==> config.mk <==
export PLATFORM = sky130hd
export DESIGN_NAME = portal_request_deframer
export DESIGN_NICKNAME = d
export VERILOG_FILES = /design/src/rtl/portal_request_deframer.sv
export SDC_FILE = /design/constraint.sdc
export NUM_CORES = 1
export LEC_CHECK = 0
export ABC_CLOCK_PERIOD_IN_PS = 4100
export BUFFER_PORTS_ARGS = -buffer_cell sky130_fd_sc_hd__buf_4
export CAP_MARGIN = 20
export CORE_AREA = 2 2 115 201
export DETAILED_ROUTE_END_ITERATION = 10
export DIE_AREA = 0 0 117 203
export PLACE_DENSITY_LB_ADDON = 0.2
export SYNTH_ARGS = -nofsm -noshare
export SYNTH_HDL_FRONTEND = slang
export SYNTH_SLANG_ARGS = --single-unit
==> constraint.sdc <==
create_clock -name CLK -period 4.1 [get_ports CLK]
set_input_delay 0.205 -clock CLK [delete_from_list [all_inputs] [get_ports CLK]]
set_output_delay 0.205 -clock CLK [all_outputs]
set_load 0.005 [all_outputs]
==> src/rtl/portal_request_deframer.sv <==
// Reassembles 32-bit portal request beats (header word + payload words) into a
// single wide message presented on a guarded enqueue to the user logic.
module portal_request_deframer #(
  parameter int MAX_WORDS = 4
) (
  input  logic                    CLK,
  input  logic                    nRST,
  input  logic                    in_enq__ENA,
  input  logic [31:0]             in_enq_v,
  input  logic                    in_enq_last,
  output logic                    in_enq__RDY,
  output logic                    msg_enq__ENA,
  output logic [15:0]             msg_enq_id,
  output logic [7:0]              msg_enq_len,
  output logic [32*MAX_WORDS-1:0] msg_enq_data,
  input  logic                    msg_enq__RDY,
  output logic [7:0]              err_count
);

  // state | meaning
  // HDR   | waiting for a header beat
  // PAY   | collecting payload words into data[idx]
  // DROP  | discarding payload of an oversize header
  // OUT   | message presented, waiting for consumer
  localparam logic [1:0] HDR  = 2'd0;
  localparam logic [1:0] PAY  = 2'd1;
  localparam logic [1:0] DROP = 2'd2;
  localparam logic [1:0] OUT  = 2'd3;

  localparam logic [7:0] MAX_LEN = 8'(MAX_WORDS);

  logic [1:0]              state;
  logic [15:0]             id_q;
  logic [7:0]              len_q;
  logic [32*MAX_WORDS-1:0] data_q;
  logic [7:0]              idx;
  logic [7:0]              remaining;
  logic [7:0]              err_q;
  logic                    beat_ok;
  logic                    hand_ok;
  logic [7:0]              hdr_len;

  // The last flag and header bits [15:8] carry no framing information.
  logic unused_ok;
  assign unused_ok = ^{in_enq_last, in_enq_v[15:8]};

  assign beat_ok = in_enq__ENA && (state != OUT);
  assign hand_ok = msg_enq__RDY && (state == OUT);
  assign hdr_len = in_enq_v[7:0];

  always_ff @(posedge CLK or negedge nRST) begin
    if (!nRST) begin
      state     <= HDR;
      id_q      <= '0;
      len_q     <= '0;
      data_q    <= '0;
      idx       <= '0;
      remaining <= '0;
      err_q     <= '0;
    end else begin
      case (state)
        HDR: begin
          if (beat_ok) begin
            id_q   <= in_enq_v[31:16];
            len_q  <= hdr_len;
            data_q <= '0;
            idx    <= '0;
            if (hdr_len == 8'd0) begin
              state <= OUT;
            end else if (hdr_len > MAX_LEN) begin
              state     <= DROP;
              remaining <= hdr_len;
              if (err_q != 8'hFF) err_q <= err_q + 8'd1;
            end else begin
              state <= PAY;
            end
          end
        end
        PAY: begin
          if (beat_ok) begin
            for (int i = 0; i < MAX_WORDS; i++) begin
              if (idx == 8'(i)) data_q[32*i +: 32] <= in_enq_v;
            end
            idx <= idx + 8'd1;
            if (idx == len_q - 8'd1) state <= OUT;
          end
        end
        DROP: begin
          if (beat_ok) begin
            remaining <= remaining - 8'd1;
            if (remaining == 8'd1) state <= HDR;
          end
        end
        default: begin
          if (hand_ok) state <= HDR;
        end
      endcase
    end
  end

  assign in_enq__RDY  = (state != OUT);
  assign msg_enq__ENA = (state == OUT);
  assign msg_enq_id   = id_q;
  assign msg_enq_len  = len_q;
  assign msg_enq_data = data_q;
  assign err_count    = err_q;

endmodule

==> results of run 1 <==
worst max-delay path, stage by stage, from the launching register on:
cell,delay [ns]
dfrtp_1,0.47
or4_1,0.57
nor3_2,0.23
nand2_1,0.15
a21oi_4,0.74
buf_4,0.37
mux2_2,0.36
Yosys cell counts, types with 10 or more instances:
master / instances
xnor2_1: 10
nor2_1: 16
and2_1: 33
o21ai_0: 16
mux2_1: 15
buf_6: 13
nand2_1: 20
clkbuf_1: 11
mux2_2: 136
dfrtp_1: 178
flip-flops by register name, indices dropped and copies added, names as in the netlist:
signal        flops
err_count         8
msg_enq_id       16
remaining         8
state             2
idx               8
msg_enq_data    128
msg_enq_len       8
logic make-up after synthesis:
| group | Yosys count | synth area share |
|---|---|---|
| adder cells (fa/ha/maj) | 8 | 0.0130 |
| AO/OA/AOI/OAI | 51 | 0.0471 |
| flip-flops | 178 | 0.580 |
| XOR/XNOR | 17 | 0.0194 |
| buffers and inverters | 34 | 0.0293 |
| AND/OR/NAND/NOR | 119 | 0.0869 |
| multiplexers | 153 | 0.224 |
cell usage in the layout (no fill, tap or decap), drive strengths merged, types with 4 or more instances in the layout:
| cell | netlist | routed |
|---|---|---|
| buf | 13 | 205 |
| dfrtp | 178 | 178 |
| mux2 | 151 | 151 |
| and2 | 33 | 33 |
| nand2 | 21 | 21 |
| clkbuf | 11 | 20 |
| o21ai | 17 | 17 |
| nor2 | 16 | 16 |
| dlygate4sd3 | 0 | 14 |
| a21oi | 13 | 13 |
| inv | 9 | 12 |
| xnor2 | 10 | 10 |
| nor3 | 10 | 10 |
| ha | 8 | 8 |
| xor2 | 7 | 7 |
| and3 | 6 | 6 |
| nand4 | 6 | 6 |
| nand3 | 5 | 5 |
| or4 | 4 | 4 |
| nand2b | 4 | 4 |
| o211ai | 4 | 4 |
per-layer routing:
metal / GRT usage / routed length [um] / part of all wire
met1: 0.201 / 7880 / 0.38
met2: 0.324 / 11200 / 0.54
met3: 0.0501 / 1240 / 0.060
met4: 0.0706 / 527 / 0.025
met5: 0 / 0 / 0
worst min path at each step:
stage | to | startpoint | cells past startpoint
6_report | msg_enq_id[9] | in_enq_v[25] | 2
5_1_grt | msg_enq_id[9] | in_enq_v[25] | 2
4_1_cts | msg_enq_id[5] | in_enq_v[21] | 2
3_5_place_dp | msg_enq_id[1] | nRST | 1
3_3_place_gp | state[0] | msg_enq__RDY | 2
2_1_floorplan | err_count[0] | nRST | 0
report_power, final:
part	internal [uW]	leakage [uW]	switching, uW
sequential	1930	0.00242	192
clock	994	0.000290	690
combinational	551	0.00246	545
area by class of cell:
cell class              count  share of cell area
inverters                  10             0.00368
clock buffers              20              0.0448
well taps                 296              0.0363
repair buffers            219               0.168
multi-input cells         348               0.295
clock inverters            11              0.0150
flip-flops and latches    178               0.437
metrics by stage:
stage	area (sq um)	power [uW]	setup slack (ns)	hold slack, ns
global route	10200	5170	0.907	0.0169
finish	10200	4900	1.08	0.0316
detailed placement	9420	3250	1.02	0.417
CTS	10200	4970	1.02	0.00461
floorplan	7680	2790	1.96	-0.0906
global placement	9420	3210	1.03	0.410
repair_timing:
action	CTS	global route
buffers inserted	0	0
hold buffers	14	0
resized for setup	0	0
endpoints found under the hold margin	111	0
==> flow_metrics.env, run 1 <==
export IMPL_ios=199
export IMPL_required_ns=4.41
export IMPL_netlist_area_sq_um=7680
export IMPL_drive_gt1_frac=0.486
export IMPL_dp_cells=1036
export IMPL_finalSetupTns_ns=0
export IMPL_syn_num_nets=605
export IMPL_clock_latency_ns=0.42
export IMPL_vias=5316
export IMPL_synth_area_leaders="dfrtp_1 58%, mux2_2 20%, and2_1 2.7%"
export IMPL_fillers=2034
export IMPL_std_cell_rows=72
export IMPL_drc=0
export IMPL_ff_latch_area_sq_um=4450
export IMPL_grt_overflow=0
export IMPL_grt_max_degree=108
export IMPL_worst_r2r_endpoint="msg_enq_data[103]"
export IMPL_max_freq_mhz=331
export IMPL_cts_num_sinks=178
export IMPL_grt_pass1_vias=5830
export IMPL_drt_pass1_iter_count=4
export IMPL_synth_edff_count=0
export IMPL_synth_distinct_cells=47
export IMPL_arrival_ns=3.33
export IMPL_cp_startpoint="idx[2]"
export IMPL_finalCritPeriodShare=0.737
export IMPL_h_tree_depth=4
export IMPL_finalMaxSlewViolations=0
export IMPL_cts_buffers=17
export IMPL_drtIter0Drc=316
export IMPL_cp_end_kind="flop"
export IMPL_path_class="reg2reg"
export IMPL_synthFlopType="dfrtp_1"
export IMPL_dieArea_sq_um=23800
export IMPL_tightest_slew_ns=1.03
export IMPL_antenna_found_initial=0
export IMPL_reg2reg_from="idx[2]"
export IMPL_routed_via_density=4.91
export IMPL_cts_path_max_buffers=2
export IMPL_dieWidth_um=117
export IMPL_root_buffer="clkbuf_16"
export IMPL_core_sq_um=22100
export IMPL_layout_nets=819
export IMPL_max_slew_margin=0.309
export IMPL_synth_cells=560
export IMPL_floorplan_die_height_um=203
export IMPL_yosysWarnings=0
export IMPL_cp_start_kind="flop"
export IMPL_maxCapViolCount=0
export IMPL_clkTransAtPathRegs_ns=0.07
export IMPL_rsz0062_at_grt="no"
export IMPL_initial_core_util=0.348
export IMPL_skew_ns=0.00697
export IMPL_drt_total_wl_um=20800
export IMPL_yosys_area_top_type="dfrtp_1"
export IMPL_p_leak_uw=0.00517
export IMPL_antenna_left=0
export IMPL_finalNonFillerCells=1082
export IMPL_setup_viol=0
export IMPL_path_max_fanout=21
export IMPL_io_buffers=197
export IMPL_hold_class="in2reg"
export IMPL_worst_r2r_cell_count=6
export IMPL_crit_end="msg_enq_data[103]"
export IMPL_syn_to_final_growth_pct=32.9
export IMPL_status="finished, final reports clean"
export IMPL_report_final_hold_viol_count=0
export IMPL_synth_top_area_frac=0.580
export IMPL_syn_area_per_cell_sq_um=13.7
export IMPL_p_per_area_nw_per_um2=480
export IMPL_synth_seq_cells=178
export IMPL_gp_congestion=0.808
export IMPL_tritoncts="done"
export IMPL_insertedDiodeCount=0
export IMPL_yosysSeqAreaShare=0.580
export IMPL_place_hpwl_um=15000
export IMPL_multi_input_area_sq_um=3010
export IMPL_wl_per_cell_um=19.2
export IMPL_final_util=0.462
export IMPL_min_period_ns=3.02
export IMPL_synth_async_sr_flop_share=1.00
export IMPL_grt_pass1_wl_um=32700
export IMPL_irDropWorstVdd_v=0.000231
export IMPL_grtUsageTotal=0.182
export IMPL_regToRegSetupSlack_ns=1.08
Note: power is estimated with default switching activity, not from simulation.
==> inputs of run 2 (changes only) <==
--- a/config.mk
+++ b/config.mk
@@ -5,7 +5,7 @@
 export SDC_FILE = /design/constraint.sdc
 export NUM_CORES = 1
 export LEC_CHECK = 0
-export ABC_CLOCK_PERIOD_IN_PS = 4100
+export ABC_CLOCK_PERIOD_IN_PS = 2600
 export BUFFER_PORTS_ARGS = -buffer_cell sky130_fd_sc_hd__buf_4
 export CAP_MARGIN = 20
 export CORE_AREA = 2 2 115 201
==> constraint.sdc (replaced) <==
create_clock -name CLK -period 2.6 [get_ports CLK]
set_input_delay 0.13 -clock CLK [delete_from_list [all_inputs] [get_ports CLK]]
set_output_delay 0.13 -clock CLK [all_outputs]
set_load 0.005 [all_outputs]
==> run 2 against run 1 <==
Compared with the run above:
- clock-buffer cell count shrank 1
- sequential power increased by 57%
- clock skew up 0.0019 ns
- critical path depth is the same
- hold slack worse by 0.012 ns
- critical path type unchanged
- critical endpoint is now msg_enq_data[10]
- largest cell class unchanged
- largest power group unchanged
==> flow_metrics.env, run 2 (same netlist as run 1, synthesis figures left out) <==
export IMPL_path_max_fanout=32
export IMPL_io_buffers=197
export IMPL_report_final_hold_viol_count=0
export IMPL_status="finished, final reports clean"
export IMPL_max_freq_mhz=436
export IMPL_critPathMaxStageDelay_ns=0.53
export IMPL_skew_ns=0.00887
export IMPL_grt_overflow=0
export IMPL_path_class="reg2reg"
export IMPL_irDropWorstVdd_v=0.000401
export IMPL_grt_pass1_vias=5838
export IMPL_clkTransAtPathRegs_ns=0.06
export IMPL_grt_max_degree=64
export IMPL_grtUsageTotal=0.186
export IMPL_cp_top_family="simple AND/OR/NAND/NOR gates"
export IMPL_cp_cell_sequence="or4_1 -> nor3_2 -> nand2_1 -> a21oi_4 -> buf_12 -> mux2_2"
export IMPL_grt_pass1_wl_um=33400
export IMPL_final_common_cell="buf_4"
export IMPL_ios=199
export IMPL_insertedDiodeCount=0
export IMPL_floorplan_die_height_um=203
export IMPL_core_sq_um=22100
export IMPL_clock_latency_ns=0.42
export IMPL_finalMaxSlewViolations=0
export IMPL_cts_num_sinks=178
export IMPL_antenna_left=0
export IMPL_root_buffer="clkbuf_16"
export IMPL_final_util=0.470
export IMPL_postCtsResizedCells=0
export IMPL_finalCritPeriodShare=0.882
export IMPL_rsz0062_at_grt="no"
export IMPL_p_per_area_nw_per_um2=737
export IMPL_drc=0
export IMPL_required_ns=2.90
export IMPL_total_power_uw=7630
export IMPL_hold_class="in2reg"
export IMPL_syn_to_final_growth_pct=35.0
export IMPL_whs_ns=0.0191
export IMPL_setup_viol=0
export IMPL_drt_pass1_iter_count=4
export IMPL_maxCapViolCount=0
export IMPL_regToRegSetupSlack_ns=0.31
export IMPL_drive_gt1_frac=0.491
export IMPL_arrival_ns=2.59
export IMPL_gp_congestion=0.787
export IMPL_layout_common_cells="210 x buf_4, 178 x dfrtp_1, 136 x mux2_2, 33 x and2_1"
export IMPL_wl_per_cell_um=19.4
export IMPL_crit_path_top_delay_cell="or4_1"
export IMPL_tightest_slew_ns=0.642
export IMPL_max_slew_margin=0.572
export IMPL_dieArea_sq_um=23800
export IMPL_finalSetupTns_ns=0
export IMPL_tritoncts="done"
export IMPL_std_cell_rows=72
export IMPL_dieWidth_um=117
export IMPL_cp_end_kind="flop"
export IMPL_layout_nets=838
export IMPL_h_tree_depth=4
export IMPL_p_leak_uw=0.00526
export IMPL_cts_path_max_buffers=2
export IMPL_drt_total_wl_um=21300
export IMPL_vias=5381
export IMPL_drtIter0Drc=266
export IMPL_initial_core_util=0.348
export IMPL_routed_via_density=4.89
export IMPL_path_buf_inv=1
export IMPL_cts_buffers=17
export IMPL_largest_reg_flops=128
export IMPL_antenna_found_initial=0
export IMPL_min_period_ns=2.29
export IMPL_place_hpwl_um=15400
export IMPL_cp_start_kind="flop"
[run 2: cell count changes in the layout (fill, tap and decap cells not counted), sizes merged]
cell         before  now
dlygate4sd3      14   20
bufinv            3    1
buf             205  218
clkinv            3    5
clkbuf           20   19
[run 2: where the power goes]
part | internal (uW) | switching (uW) | total, uW
Combinational | 951 | 904 | 1860
Sequential | 3040 | 292 | 3330
Clock | 1370 | 1080 | 2450
Total | 5360 | 2280 | 7630
[run 2: stage by stage]
step | setup WS [ns] | area (sq um) | cells
2_1_floorplan | 0.460 | 7680 | 560
6_report | 0.306 | 10400 | 1100
5_1_grt | 0.203 | 10400 | 1100
4_1_cts | 0.312 | 10400 | 1100
3_3_place_gp | 0.361 | 9600 | 1050
3_5_place_dp | 0.333 | 9600 | 1050
[run 2: timing repair]
action                                  4_1_cts  5_1_grt
endpoints found under the setup margin        0        0
hold endpoints to repair                     77        0
hold buffers                                 20        0
buffers inserted                              0        0
[run 2: cell type report]
type	count	area [sq um]
clock inverters	11	106
multi-input cells	348	3010
repair buffers	238	1930
flip-flops and latches	178	4450
fillers	2000	11700
well taps	296	370
inverters	10	37.5
clock buffers	19	453
[run 2: final timing paths]
path,from,end,cells after the start
max reg2reg,idx[2],msg_enq_data[10],6
max in group asynchronous,nRST,msg_enq_len[7],3
min reg2reg,msg_enq_data[63],msg_enq_data[63],1
min,in_enq_v[7],msg_enq_len[7],2
min in group asynchronous,nRST,msg_enq_id[2],2
max,idx[2],msg_enq_data[10],6
[run 2: layer usage]
metal | part of all wire | global-route usage | vias to the layer above
met5 | 0 | 0 | -
met4 | 0.037 | 0.0887 | 0
met3 | 0.053 | 0.0448 | 42
met2 | 0.53 | 0.327 | 190
met1 | 0.38 | 0.208 | 2707
li1 | - | - | 2442
